**src/rtl/hssl_link_controller_if.sv**
```systemverilog
// Control/status bundle between the HSSL link controller and the
// transceiver wrapper / top-level status logic.
interface hssl_link_controller_if;
    logic       enable_in;
    logic       tx_usrclk_active_in;
    logic       tx_reset_done_in;
    logic       rx_reset_done_in;
    logic       rx_commadet_in;
    logic       rx_err_in;
    logic       handshake_complete_in;
    logic       tx_reset_datapath_out;
    logic       rx_reset_datapath_out;
    logic       tx_elec_idle_out;
    logic       handshake_start_out;
    logic       link_up_out;
    logic [2:0] state_out;
    logic [7:0] retry_cnt_out;

    // master: the link controller; slave: the transceiver-side logic
    modport master (
        input  enable_in, tx_usrclk_active_in, tx_reset_done_in, rx_reset_done_in,
               rx_commadet_in, rx_err_in, handshake_complete_in,
        output tx_reset_datapath_out, rx_reset_datapath_out, tx_elec_idle_out,
               handshake_start_out, link_up_out, state_out, retry_cnt_out
    );

    modport slave (
        output enable_in, tx_usrclk_active_in, tx_reset_done_in, rx_reset_done_in,
               rx_commadet_in, rx_err_in, handshake_complete_in,
        input  tx_reset_datapath_out, rx_reset_datapath_out, tx_elec_idle_out,
               handshake_start_out, link_up_out, state_out, retry_cnt_out
    );
endinterface

```
**src/rtl/hssl_link_controller.sv**
```systemverilog
// Bring-up and recovery sequencer for one HSSL lane: TX/RX datapath resets,
// comma alignment, handshake, error-rate monitoring and timed back-off.
module hssl_link_controller #(
    parameter int RST_PULSE_LEN = 128,
    parameter int DONE_TIMEOUT  = 1000000,
    parameter int ALIGN_TIMEOUT = 1000000,
    parameter int HS_TIMEOUT    = 75000000,
    parameter int ERR_WINDOW    = 65536,
    parameter int ERR_THRESH    = 16,
    parameter int BACKOFF_LEN   = 1000000
) (
    input  logic clk_in,
    input  logic reset_n_in,
    hssl_link_controller_if.master link
);

    function automatic int max2(input int a, input int b);
        return (a > b) ? a : b;
    endfunction

    // The reset states share the timer across pulse and done-wait, so the
    // timer must reach pulse + wait.
    localparam int RST_WAIT_LEN = RST_PULSE_LEN + DONE_TIMEOUT;
    localparam int MAX_LIMIT    = max2(max2(RST_WAIT_LEN, ALIGN_TIMEOUT),
                                       max2(HS_TIMEOUT, BACKOFF_LEN));
    localparam int TMR_W = $clog2(MAX_LIMIT + 1);
    localparam int ERR_W = $clog2(ERR_THRESH + 1);
    localparam int WIN_W = (ERR_WINDOW > 1) ? $clog2(ERR_WINDOW) : 1;

    localparam logic [TMR_W-1:0] PULSE_T      = TMR_W'(RST_PULSE_LEN);
    localparam logic [TMR_W-1:0] RST_WAIT_END = TMR_W'(RST_WAIT_LEN - 1);
    localparam logic [TMR_W-1:0] ALIGN_END    = TMR_W'(ALIGN_TIMEOUT - 1);
    localparam logic [TMR_W-1:0] HS_END       = TMR_W'(HS_TIMEOUT - 1);
    localparam logic [TMR_W-1:0] BACKOFF_END  = TMR_W'(BACKOFF_LEN - 1);
    localparam logic [WIN_W-1:0] WIN_END      = WIN_W'(ERR_WINDOW - 1);
    localparam logic [ERR_W:0]   ERR_TRIP     = (ERR_W + 1)'(ERR_THRESH);
    localparam logic [ERR_W-1:0] ERR_CAP      = ERR_W'(ERR_THRESH);

    typedef enum logic [2:0] {
        ST_IDLE    = 3'd0,
        ST_TX_RST  = 3'd1,
        ST_RX_RST  = 3'd2,
        ST_ALIGN   = 3'd3,
        ST_HSHAKE  = 3'd4,
        ST_UP      = 3'd5,
        ST_BACKOFF = 3'd6
    } state_t;

    function automatic logic [7:0] retry_sat_inc(input logic [7:0] cnt);
        return (cnt == 8'hFF) ? cnt : cnt + 8'd1;
    endfunction

    function automatic logic [ERR_W-1:0] err_sat_add(input logic [ERR_W-1:0] cnt,
                                                     input logic            hit);
        logic [ERR_W:0] sum;
        sum = {1'b0, cnt} + {{ERR_W{1'b0}}, hit};
        return (sum >= ERR_TRIP) ? ERR_CAP : sum[ERR_W-1:0];
    endfunction

    state_t           state, state_nxt;
    logic [TMR_W-1:0] timer, timer_nxt;
    logic [ERR_W-1:0] err_cnt, err_nxt;
    logic [WIN_W-1:0] win_cnt, win_nxt;
    logic [7:0]       retry_cnt;
    logic             tx_rst_q, rx_rst_q, elec_idle_q, hs_start_q, link_up_q;
    logic             pulse_done, err_trip, health_ok;

    always_comb begin
        state_nxt  = state;
        pulse_done = (timer >= PULSE_T);
        err_trip   = (({1'b0, err_cnt} + {{ERR_W{1'b0}}, link.rx_err_in}) >= ERR_TRIP);
        health_ok  = link.handshake_complete_in & link.rx_reset_done_in & link.tx_reset_done_in;

        // Exit conditions are tested before timeouts so they win a tie.
        case (state)
            ST_IDLE:
                if (link.tx_usrclk_active_in) state_nxt = ST_TX_RST;
            ST_TX_RST:
                if (pulse_done && link.tx_reset_done_in) state_nxt = ST_RX_RST;
                else if (timer == RST_WAIT_END)          state_nxt = ST_BACKOFF;
            ST_RX_RST:
                if (pulse_done && link.rx_reset_done_in) state_nxt = ST_ALIGN;
                else if (timer == RST_WAIT_END)          state_nxt = ST_BACKOFF;
            ST_ALIGN:
                if (link.rx_commadet_in)   state_nxt = ST_HSHAKE;
                else if (timer == ALIGN_END) state_nxt = ST_BACKOFF;
            ST_HSHAKE:
                if (link.handshake_complete_in) state_nxt = ST_UP;
                else if (timer == HS_END)       state_nxt = ST_BACKOFF;
            ST_UP:
                if (err_trip || !health_ok) state_nxt = ST_BACKOFF;
            ST_BACKOFF:
                if (timer == BACKOFF_END) state_nxt = ST_TX_RST;
            default:
                state_nxt = ST_IDLE;
        endcase

        if (!link.enable_in) state_nxt = ST_IDLE;

        timer_nxt = (state_nxt != state) ? '0 : timer + TMR_W'(1);

        // Error window only runs while staying in UP; any entry or exit clears it.
        err_nxt = '0;
        win_nxt = '0;
        if (state == ST_UP && state_nxt == ST_UP) begin
            win_nxt = (win_cnt == WIN_END) ? '0 : win_cnt + WIN_W'(1);
            err_nxt = (win_cnt == WIN_END) ? '0 : err_sat_add(err_cnt, link.rx_err_in);
        end
    end

    always_ff @(posedge clk_in or negedge reset_n_in) begin
        if (!reset_n_in) begin
            state       <= ST_IDLE;
            timer       <= '0;
            err_cnt     <= '0;
            win_cnt     <= '0;
            retry_cnt   <= '0;
            tx_rst_q    <= 1'b0;
            rx_rst_q    <= 1'b0;
            elec_idle_q <= 1'b0;
            hs_start_q  <= 1'b0;
            link_up_q   <= 1'b0;
        end else begin
            state   <= state_nxt;
            timer   <= timer_nxt;
            err_cnt <= err_nxt;
            win_cnt <= win_nxt;
            if (state_nxt == ST_BACKOFF && state != ST_BACKOFF)
                retry_cnt <= retry_sat_inc(retry_cnt);
            // Decoded from next state/timer so outputs track the state register.
            tx_rst_q    <= (state_nxt == ST_TX_RST) && (timer_nxt < PULSE_T);
            rx_rst_q    <= (state_nxt == ST_RX_RST) && (timer_nxt < PULSE_T);
            elec_idle_q <= (state_nxt == ST_BACKOFF);
            hs_start_q  <= (state_nxt == ST_HSHAKE) || (state_nxt == ST_UP);
            link_up_q   <= (state_nxt == ST_UP);
        end
    end

    assign link.tx_reset_datapath_out = tx_rst_q;
    assign link.rx_reset_datapath_out = rx_rst_q;
    assign link.tx_elec_idle_out      = elec_idle_q;
    assign link.handshake_start_out   = hs_start_q;
    assign link.link_up_out           = link_up_q;
    assign link.state_out             = state;
    assign link.retry_cnt_out         = retry_cnt;

endmodule

```
**src/flat_wrapper.sv**
```systemverilog
// flat-port wrapper written by rule: the top's interface ports become plain ports
module hssl_link_controller_flat 
#(
    parameter int RST_PULSE_LEN = 128,
    parameter int DONE_TIMEOUT  = 1000000,
    parameter int ALIGN_TIMEOUT = 1000000,
    parameter int HS_TIMEOUT    = 75000000,
    parameter int ERR_WINDOW    = 65536,
    parameter int ERR_THRESH    = 16,
    parameter int BACKOFF_LEN   = 1000000
)
  (clk_in, reset_n_in, link_enable_in, link_tx_usrclk_active_in, link_tx_reset_done_in, link_rx_reset_done_in, link_rx_commadet_in, link_rx_err_in, link_handshake_complete_in, link_tx_reset_datapath_out, link_rx_reset_datapath_out, link_tx_elec_idle_out, link_handshake_start_out, link_link_up_out, link_state_out, link_retry_cnt_out);
  hssl_link_controller_if link_i ();
  input  logic clk_in;
  input  logic reset_n_in;
  input wire logic [$bits(link_i.enable_in)-1:0] link_enable_in;
  input wire logic [$bits(link_i.tx_usrclk_active_in)-1:0] link_tx_usrclk_active_in;
  input wire logic [$bits(link_i.tx_reset_done_in)-1:0] link_tx_reset_done_in;
  input wire logic [$bits(link_i.rx_reset_done_in)-1:0] link_rx_reset_done_in;
  input wire logic [$bits(link_i.rx_commadet_in)-1:0] link_rx_commadet_in;
  input wire logic [$bits(link_i.rx_err_in)-1:0] link_rx_err_in;
  input wire logic [$bits(link_i.handshake_complete_in)-1:0] link_handshake_complete_in;
  output wire logic [$bits(link_i.tx_reset_datapath_out)-1:0] link_tx_reset_datapath_out;
  output wire logic [$bits(link_i.rx_reset_datapath_out)-1:0] link_rx_reset_datapath_out;
  output wire logic [$bits(link_i.tx_elec_idle_out)-1:0] link_tx_elec_idle_out;
  output wire logic [$bits(link_i.handshake_start_out)-1:0] link_handshake_start_out;
  output wire logic [$bits(link_i.link_up_out)-1:0] link_link_up_out;
  output wire logic [$bits(link_i.state_out)-1:0] link_state_out;
  output wire logic [$bits(link_i.retry_cnt_out)-1:0] link_retry_cnt_out;
  assign link_i.enable_in = link_enable_in;
  assign link_i.tx_usrclk_active_in = link_tx_usrclk_active_in;
  assign link_i.tx_reset_done_in = link_tx_reset_done_in;
  assign link_i.rx_reset_done_in = link_rx_reset_done_in;
  assign link_i.rx_commadet_in = link_rx_commadet_in;
  assign link_i.rx_err_in = link_rx_err_in;
  assign link_i.handshake_complete_in = link_handshake_complete_in;
  assign link_tx_reset_datapath_out = link_i.tx_reset_datapath_out;
  assign link_rx_reset_datapath_out = link_i.rx_reset_datapath_out;
  assign link_tx_elec_idle_out = link_i.tx_elec_idle_out;
  assign link_handshake_start_out = link_i.handshake_start_out;
  assign link_link_up_out = link_i.link_up_out;
  assign link_state_out = link_i.state_out;
  assign link_retry_cnt_out = link_i.retry_cnt_out;
  hssl_link_controller #(.RST_PULSE_LEN(RST_PULSE_LEN), .DONE_TIMEOUT(DONE_TIMEOUT), .ALIGN_TIMEOUT(ALIGN_TIMEOUT), .HS_TIMEOUT(HS_TIMEOUT), .ERR_WINDOW(ERR_WINDOW), .ERR_THRESH(ERR_THRESH), .BACKOFF_LEN(BACKOFF_LEN)) u_core (.clk_in(clk_in), .reset_n_in(reset_n_in), .link(link_i));
endmodule
```
**config.mk**
```make
export PLATFORM = sky130hd
export DESIGN_NAME = hssl_link_controller_flat
export DESIGN_NICKNAME = d
export VERILOG_FILES = /design/src/rtl/hssl_link_controller_if.sv /design/src/rtl/hssl_link_controller.sv /design/src/flat_wrapper.sv
export SDC_FILE = /design/constraint.sdc
export NUM_CORES = 1
export LEC_CHECK = 0
export ABC_AREA = 0
export CAP_MARGIN = 40
export CELL_PAD_IN_SITES_DETAIL_PLACEMENT = 0
export CELL_PAD_IN_SITES_GLOBAL_PLACEMENT = 1
export CORE_MARGIN = 2
export CORE_UTILIZATION = 47
export CTS_BUF_LIST = sky130_fd_sc_hd__clkbuf_8
export DETAILED_ROUTE_END_ITERATION = 10
export GPL_TIMING_DRIVEN = 0
export PLACE_DENSITY_LB_ADDON = 0.1
export SLEW_MARGIN = 40
export SYNTH_ARGS = -nofsm -noshare
export SYNTH_HDL_FRONTEND = slang
export SYNTH_SLANG_ARGS = --single-unit
```
**constraint.sdc**
```tcl
create_clock -name clk_in -period 3.25 [get_ports clk_in]
set_clock_uncertainty 0.1 [all_clocks]
set_input_delay 0.975 -clock clk_in [delete_from_list [all_inputs] [get_ports clk_in]]
set_output_delay 0.975 -clock clk_in [all_outputs]
set_load 0.01 [all_outputs]
```
=== Word-level counts from Yosys, hierarchy flattened ===
Cells that the tools add are included.

* Output and inout bits: 16
* Bits of input ports: 9
* Word-level logic and storage cells: 67
* Register bits: 64

* Equal/unequal tests: 18
* Bitwise gates (word level): 3
* Muxes and demuxes: 18
* Reductions and logical operators: 11
* Magnitude comparators: 3
* $add $sub $neg: 4

{| class="wikitable"
|+ Operators by type and width
! kind !! count
|-
| $eq A27 B20 Y1 const B || 2
|-
| $mux W3 || 11
|-
| $mux W16 || 2
|-
| $add A27 B1 Y27 const B || 1
|-
| $eq A27 B27 Y1 const B || 1
|-
| $ge A27 B8 Y1 const B || 1
|-
| $lt A27 B8 Y1 const B || 1
|-
| $mux W27 || 1
|-
| $pmux W3 S7 || 1
|-
| $eq A3 B3 Y1 const B || 6
|-
| $add A16 B1 Y16 const B || 1
|-
| $eq A16 B16 Y1 const B || 1
|-
| $mux W5 || 3
|-
| $eq A3 B2 Y1 const B || 3
|-
| $add A8 B1 Y8 const B || 1
|-
| $eq A8 B8 Y1 const B || 1
|-
| $add A5 B1 Y6 || 1
|-
| $eq A3 B1 Y1 const B || 2
|-
| $ge A6 B5 Y1 const B || 1
|-
| $logic_and A1 B1 Y1 || 6
|-
| $logic_not A3 Y1 || 1
|-
| $ne A3 B3 Y1 || 1
|-
| $ne A3 B3 Y1 const B || 1
|-
| $and A1 B1 Y1 || 2
|-
| other kinds (4) || 5
|}

=== Longest topological paths before layout ===
* Word-level depth: 11
* Mapped depth: 12
* Depth with buffers taken out: 10

=== Worst setup path after synthesis ===
No wires, ideal clock.

* Path kind: in2reg
* Start point: input link_handshake_complete_in
* End point: register u_core.retry_cnt[1], in the netlist u_core.link.retry_cnt_out[1]
* Stages: 7
* Data arrival time: 2.928 ns
* Data required time: 3.023 ns
* Setup slack: 0.095 ns
* Setup time: 0.127 ns
* Cells stage by stage: nor4b_1 -> nand4b_1 -> or3_1 -> o41ai_1 -> nor3_1 -> nor4b_4 -> mux2_1

* Word-level cells in the longest chain between the ends: 10
* Elaborated cells between the ends (all ways): 11
* Classes of those cells: eq/ne: 1; mux: 4; bitwise: 2; reduce/logical: 4

{| class="wikitable"
|+ Ends and longest elaborated chain
! item !! line !! source
|-
| from (decl) || flat_wrapper.sv:22 || <nowiki>input wire logic [$bits(link_i.handshake_complete_in)-1:0] link_handshake_complete_in;</nowiki>
|-
| $and A1 B1 Y1 (2 in a row) || hssl_link_controller.sv:72 || <nowiki>health_ok = link.handshake_complete_in & link.rx_reset_done_in & link.tx_reset_done_in;</nowiki>
|-
| $logic_not A1 Y1 || hssl_link_controller.sv:91 || <nowiki>if (err_trip || !health_ok) state_nxt = ST_BACKOFF;</nowiki>
|-
| $logic_or A1 B1 Y1 || hssl_link_controller.sv:91 ||
|-
| $mux W3 || hssl_link_controller.sv:91 ||
|-
| $pmux W3 S7 * || hssl_link_controller.sv:75 || <nowiki>case (state)</nowiki>
|-
| $mux W3 * || hssl_link_controller.sv:98 || <nowiki>if (!link.enable_in) state_nxt = ST_IDLE;</nowiki>
|-
| $eq A3 B3 Y1 * || hssl_link_controller.sv:128 || <nowiki>if (state_nxt == ST_BACKOFF && state != ST_BACKOFF)</nowiki>
|-
| $logic_and A1 B1 Y1 * || hssl_link_controller.sv:128 ||
|-
| $reduce_and A2 Y1 (no source line) * || -- ||
|-
| to (signal assigned) || hssl_link_controller.sv:129 || <nowiki>retry_cnt <= retry_sat_inc(retry_cnt);</nowiki>
|-
| to (decl) || hssl_link_controller.sv:64 || <nowiki>logic [7:0] retry_cnt;</nowiki>
|}

Every way passes the cells marked *; elsewhere a longest branch is shown, timed or not.
A chain may end at the register's enable or synchronous reset.

=== Worst setup path after layout ===
* Start point: input link_rx_reset_done_in
* End point: register u_core.retry_cnt[1], in the netlist u_core.link.retry_cnt_out[1]

* Word-level cells in the longest chain between the ends: 10
* Elaborated cells between the ends (all ways): 12
* Classes of those cells: eq/ne: 1; mux: 4; bitwise: 2; reduce/logical: 5

{| class="wikitable"
|+ Ends and longest elaborated chain
! item !! line !! source
|-
| from (decl) || flat_wrapper.sv:19 || <nowiki>input wire logic [$bits(link_i.rx_reset_done_in)-1:0] link_rx_reset_done_in;</nowiki>
|-
| $and A1 B1 Y1 (2 in a row) || hssl_link_controller.sv:72 ||
|-
| $logic_not A1 Y1 || hssl_link_controller.sv:91 ||
|-
| $logic_or A1 B1 Y1 || hssl_link_controller.sv:91 ||
|-
| $mux W3 || hssl_link_controller.sv:91 ||
|-
| $pmux W3 S7 * || hssl_link_controller.sv:75 ||
|-
| $mux W3 * || hssl_link_controller.sv:98 ||
|-
| $eq A3 B3 Y1 * || hssl_link_controller.sv:128 ||
|-
| $logic_and A1 B1 Y1 * || hssl_link_controller.sv:128 ||
|-
| $reduce_and A2 Y1 (no source line) * || -- ||
|}

Marks and branches as above.

==> out/metrics.cfg <==
[die]
fp-row-count = 32
chipHeight_um = 92.2
num_io_pins = 25
die_width_um = 92.2
die_area_um2 = 8500
start_util = 0.478
core-area_um2 = 7650

[finish]
fillerInstances = 686
final_layout_size_suffix_gt1_frac = 0.157
nNetsFinal = 450
area_growth_pct = 20.6
antenna_cells = 0
final_instance_area_um2 = 4410

[worst_setup_path]
crit_buf_inv = 2
cpPeakStageDelay_ps = 470
required_ps = 3380
start_kind = input pin
worstSetupEndpointType = register
critical_path.slowest_cell = sky130_fd_sc_hd__clkdlybuf4s50_1
worstSetupStartpoint = link_rx_reset_done_in
worst_r2r_startpoint = u_core.timer[24]$_DFF_PN0_
crit_type = in -> reg
path_cells = clkdlybuf4s50_1 > nand2b_1 > or4_1 > a211oi_2 > o21bai_2 > nor4b_4 > buf_4 > mux2_1
path_delay_family = simple AND/OR/NAND/NOR gates
worst_ep_arrival_time_ps = 3300
path_max_fanout = 8

[timing]
min_period_over_period = 0.976
slew-limit-headroom = 0.561
measured_slew_at_the_worst_slew_check_pin_ps = 653
highest_attainable_clock_frequency_mhz = 315
setup_violations = 0
rsz0062_at_grt = yes
timing_max_transition_violations_final = 0
timing.final.crit_period_ps = 3170
timing_hold_violations_final = 0
hold-worst-slack_ps = 390

[clock_network]
clock_sinks = 64
cts_htree_levels = 3
cts_tree = built
tritoncts.num_buffers = 9
ctsLongestPathBuffers = 2
worst_skew_late_latency_ps = 350
cts_hold_repair.buffers = 0
clock_pin_transition_on_the_worst_setup_and_hold_timing_paths_ps = 80
ctsRootBufferMaster = sky130_fd_sc_hd__clkbuf_8

[route]
drt_wl_total_mm = 8.17
drt_pre_antenna_iters = 4
ant_nets = 0
wl_per_cell_um = 15.1
detailroute.via_count = 2953
drc = 0
detailedRoute.firstIterationViolations = 181
route.detailed.vias_per_inst = 5.45

[logic_synthesis]
synth_compound_area_frac = 0.0664
syn-mean-instance-area_um2 = 9.23
synth.yosys.seq_area_share = 0.438
synth_top_family_by_area = simple AND/OR/NAND/NOR gates
synthArstFlopShare = 1.00
yosysWarnings = 0
postSynth.topFlopCell = sky130_fd_sc_hd__dfrtp_1
share_of_synthesized_cell_area_in_full_adder_half_adder_and_majority_cells = 0.0205
synth_xor_area_frac = 0.125
count_of_flip_flops_with_a_built_in_enable_after_synthesis = 0
yosys-mux-area-fraction = 0.00582
cell_area_after_synthesis_um2 = 3660
netlist_instances = 396
number_of_register_bits_inferred_by_synthesis = 64
mappedNetlistNets = 411
post_synth_and_or_nand_nor_area_fraction = 0.305
ys_types = 53

[grt]
largest_net_degree_at_the_start_of_global_routing = 41
first_global_vias = 2819
overall_global_routing_usage = 0.209
grt_antenna_before_repair = 0
global_route_wire_length_before_repair_mm = 14.1
gr-total-overflow = 0

[worst_hold_path]
worst_hold_startpoint = u_core.link.retry_cnt_out[5]$_DFFE_PN0P_
min_path_type = reg -> reg

[placed_design]
dp_hpwl_mm = 5.75
port_buffers = 24
gp_congestion = 0.864
post_dp_cell_area_um2 = 4040

[run_status]
outcome = completed

[pwr]
peakVddDrop_v = 0.000239
cellPowerDensity_nw_per_um2 = 411
power.static_leakage_uw = 0.00186

[flow_run]
maxCapViolCount = 0

## Yosys cell counts, types with 5 or more instances
| library cell | count | area, µm² |
|---|---|---|
| sky130_fd_sc_hd__o21ai_0 | 6 | 30.0 |
| sky130_fd_sc_hd__xor2_1 | 23 | 201 |
| sky130_fd_sc_hd__and3_1 | 17 | 106 |
| sky130_fd_sc_hd__nor3b_1 | 5 | 37.5 |
| sky130_fd_sc_hd__nand2_1 | 28 | 105 |
| sky130_fd_sc_hd__nor3_1 | 22 | 110 |
| sky130_fd_sc_hd__xnor2_1 | 29 | 254 |
| sky130_fd_sc_hd__dfrtp_1 | 64 | 1600 |
| sky130_fd_sc_hd__ha_1 | 6 | 75.1 |
| sky130_fd_sc_hd__inv_1 | 5 | 18.8 |
| sky130_fd_sc_hd__nor2_1 | 57 | 214 |
| sky130_fd_sc_hd__buf_2 | 9 | 45.0 |
| sky130_fd_sc_hd__clkbuf_1 | 16 | 60.1 |
| sky130_fd_sc_hd__nand4_1 | 13 | 81.3 |
| sky130_fd_sc_hd__a31oi_1 | 6 | 37.5 |
| sky130_fd_sc_hd__nor4_1 | 7 | 43.8 |
| sky130_fd_sc_hd__nand3_1 | 24 | 120 |
## what timing repair did
item                                    in CTS  in global routing
resized for setup                           32                  7
endpoints found under the setup margin      57                 28
setup buffers                                3                  0
pin swaps                                   11                  1
## worst register-to-register path, cell delays in order, from the launching register on
cell                       delay, ps
sky130_fd_sc_hd__dfrtp_1         360
sky130_fd_sc_hd__clkbuf_1        240
sky130_fd_sc_hd__nor4_4          280
sky130_fd_sc_hd__nand2_2         120
sky130_fd_sc_hd__or4_4           550
sky130_fd_sc_hd__a311oi_1        300
sky130_fd_sc_hd__o311a_2         290
sky130_fd_sc_hd__nor4b_4         200
sky130_fd_sc_hd__buf_4           190
sky130_fd_sc_hd__mux2_1          330
## registers in the layout (all words and copies together), names as in the netlist
register	flops
u_core.link.tx_elec_idle_out	1
u_core.link.tx_reset_datapath_out	1
u_core.link.state_out	3
u_core.link.rx_reset_datapath_out	1
u_core.link.retry_cnt_out	8
u_core.err_cnt	5
u_core.win_cnt	16
u_core.link.handshake_start_out	1
u_core.timer	27
u_core.link.link_up_out	1
## power by group
group          total (µW)  internal [µW]  switching [µW]  leakage (µW)
combinational         321            139             182      0.000879
clock                 638            300             338     0.0000926
sequential            855            825            29.2      0.000887
## metal layers
| layer | part of all wire | GRT usage |
|---|---|---|
| met5 | 0 | 0 |
| met4 | 0.012 | 0.0647 |
| met3 | 0.038 | 0.0509 |
| met2 | 0.44 | 0.301 |
| met1 | 0.51 | 0.309 |
## per-stage QoR
stage           util  power (µW)  TNS (ps)  cells  setup slack (ps)
2_1_floorplan      -        1030         0    396              94.9
3_3_place_gp   0.526        1150   -113920    522             -1030
3_5_place_dp   0.528        1160    -48070    523              -952
4_1_cts        0.573        1840         0    542              24.5
5_1_grt        0.577        1920     -7.77    542             -4.71
6_report       0.577        1810         0    542              76.4
## worst paths after layout
kind	slack, ps	cells past startpoint	endpoint
max	80	8	u_core.link.retry_cnt_out[1]$_DFFE_PN0P_
min	390	1	u_core.link.retry_cnt_out[5]$_DFFE_PN0P_
max reg2reg	170	9	u_core.link.retry_cnt_out[1]$_DFFE_PN0P_
min reg2reg	390	1	u_core.link.retry_cnt_out[5]$_DFFE_PN0P_
max in group asynchronous	2100	2	u_core.timer[3]$_DFF_PN0_
min in group asynchronous	420	1	u_core.link.retry_cnt_out[5]$_DFFE_PN0P_
## logic make-up after synthesis
| kind of cell | count (synthesis) |
|---|---|
| multiplexers | 2 |
| XOR/XNOR | 52 |
| AO/OA/AOI/OAI | 33 |
| flip-flops | 64 |
| AND/OR/NAND/NOR | 206 |
| other | 1 |
| adder cells (fa/ha/maj) | 6 |
| buffers and inverters | 32 |
## final cells by class
| class | count | area, µm² | share of cell area |
|---|---|---|---|
| Buffer | 27 | 150 | 0.0340 |
| Clock buffer | 10 | 138 | 0.0312 |
| Timing Repair Buffer | 28 | 278 | 0.0630 |
| Tap cell | 102 | 128 | 0.0289 |
| Multi-Input combinational cell | 300 | 2050 | 0.466 |
| Inverter | 5 | 18.8 | 0.00426 |
| Sequential cell | 64 | 1600 | 0.363 |
| Clock inverter | 6 | 43.8 | 0.00993 |
## cells in the final DEF (no fill, tap or decap), types with 5 or more instances in the layout
cell,count
sky130_fd_sc_hd__dfrtp_1,64
sky130_fd_sc_hd__buf_4,5
sky130_fd_sc_hd__clkbuf_8,10
sky130_fd_sc_hd__nand2_1,28
sky130_fd_sc_hd__clkdlybuf4s50_1,21
sky130_fd_sc_hd__xor2_1,23
sky130_fd_sc_hd__nor4_1,5
sky130_fd_sc_hd__nor2_1,56
sky130_fd_sc_hd__xnor2_1,29
sky130_fd_sc_hd__nand3_1,24
sky130_fd_sc_hd__a31oi_1,5
sky130_fd_sc_hd__inv_1,5
sky130_fd_sc_hd__o21ai_0,5
sky130_fd_sc_hd__and3_1,17
sky130_fd_sc_hd__buf_2,6
sky130_fd_sc_hd__nor3_1,19
sky130_fd_sc_hd__clkbuf_1,14
sky130_fd_sc_hd__nand4_1,13
Note: power is estimated with default switching activity, not from simulation.
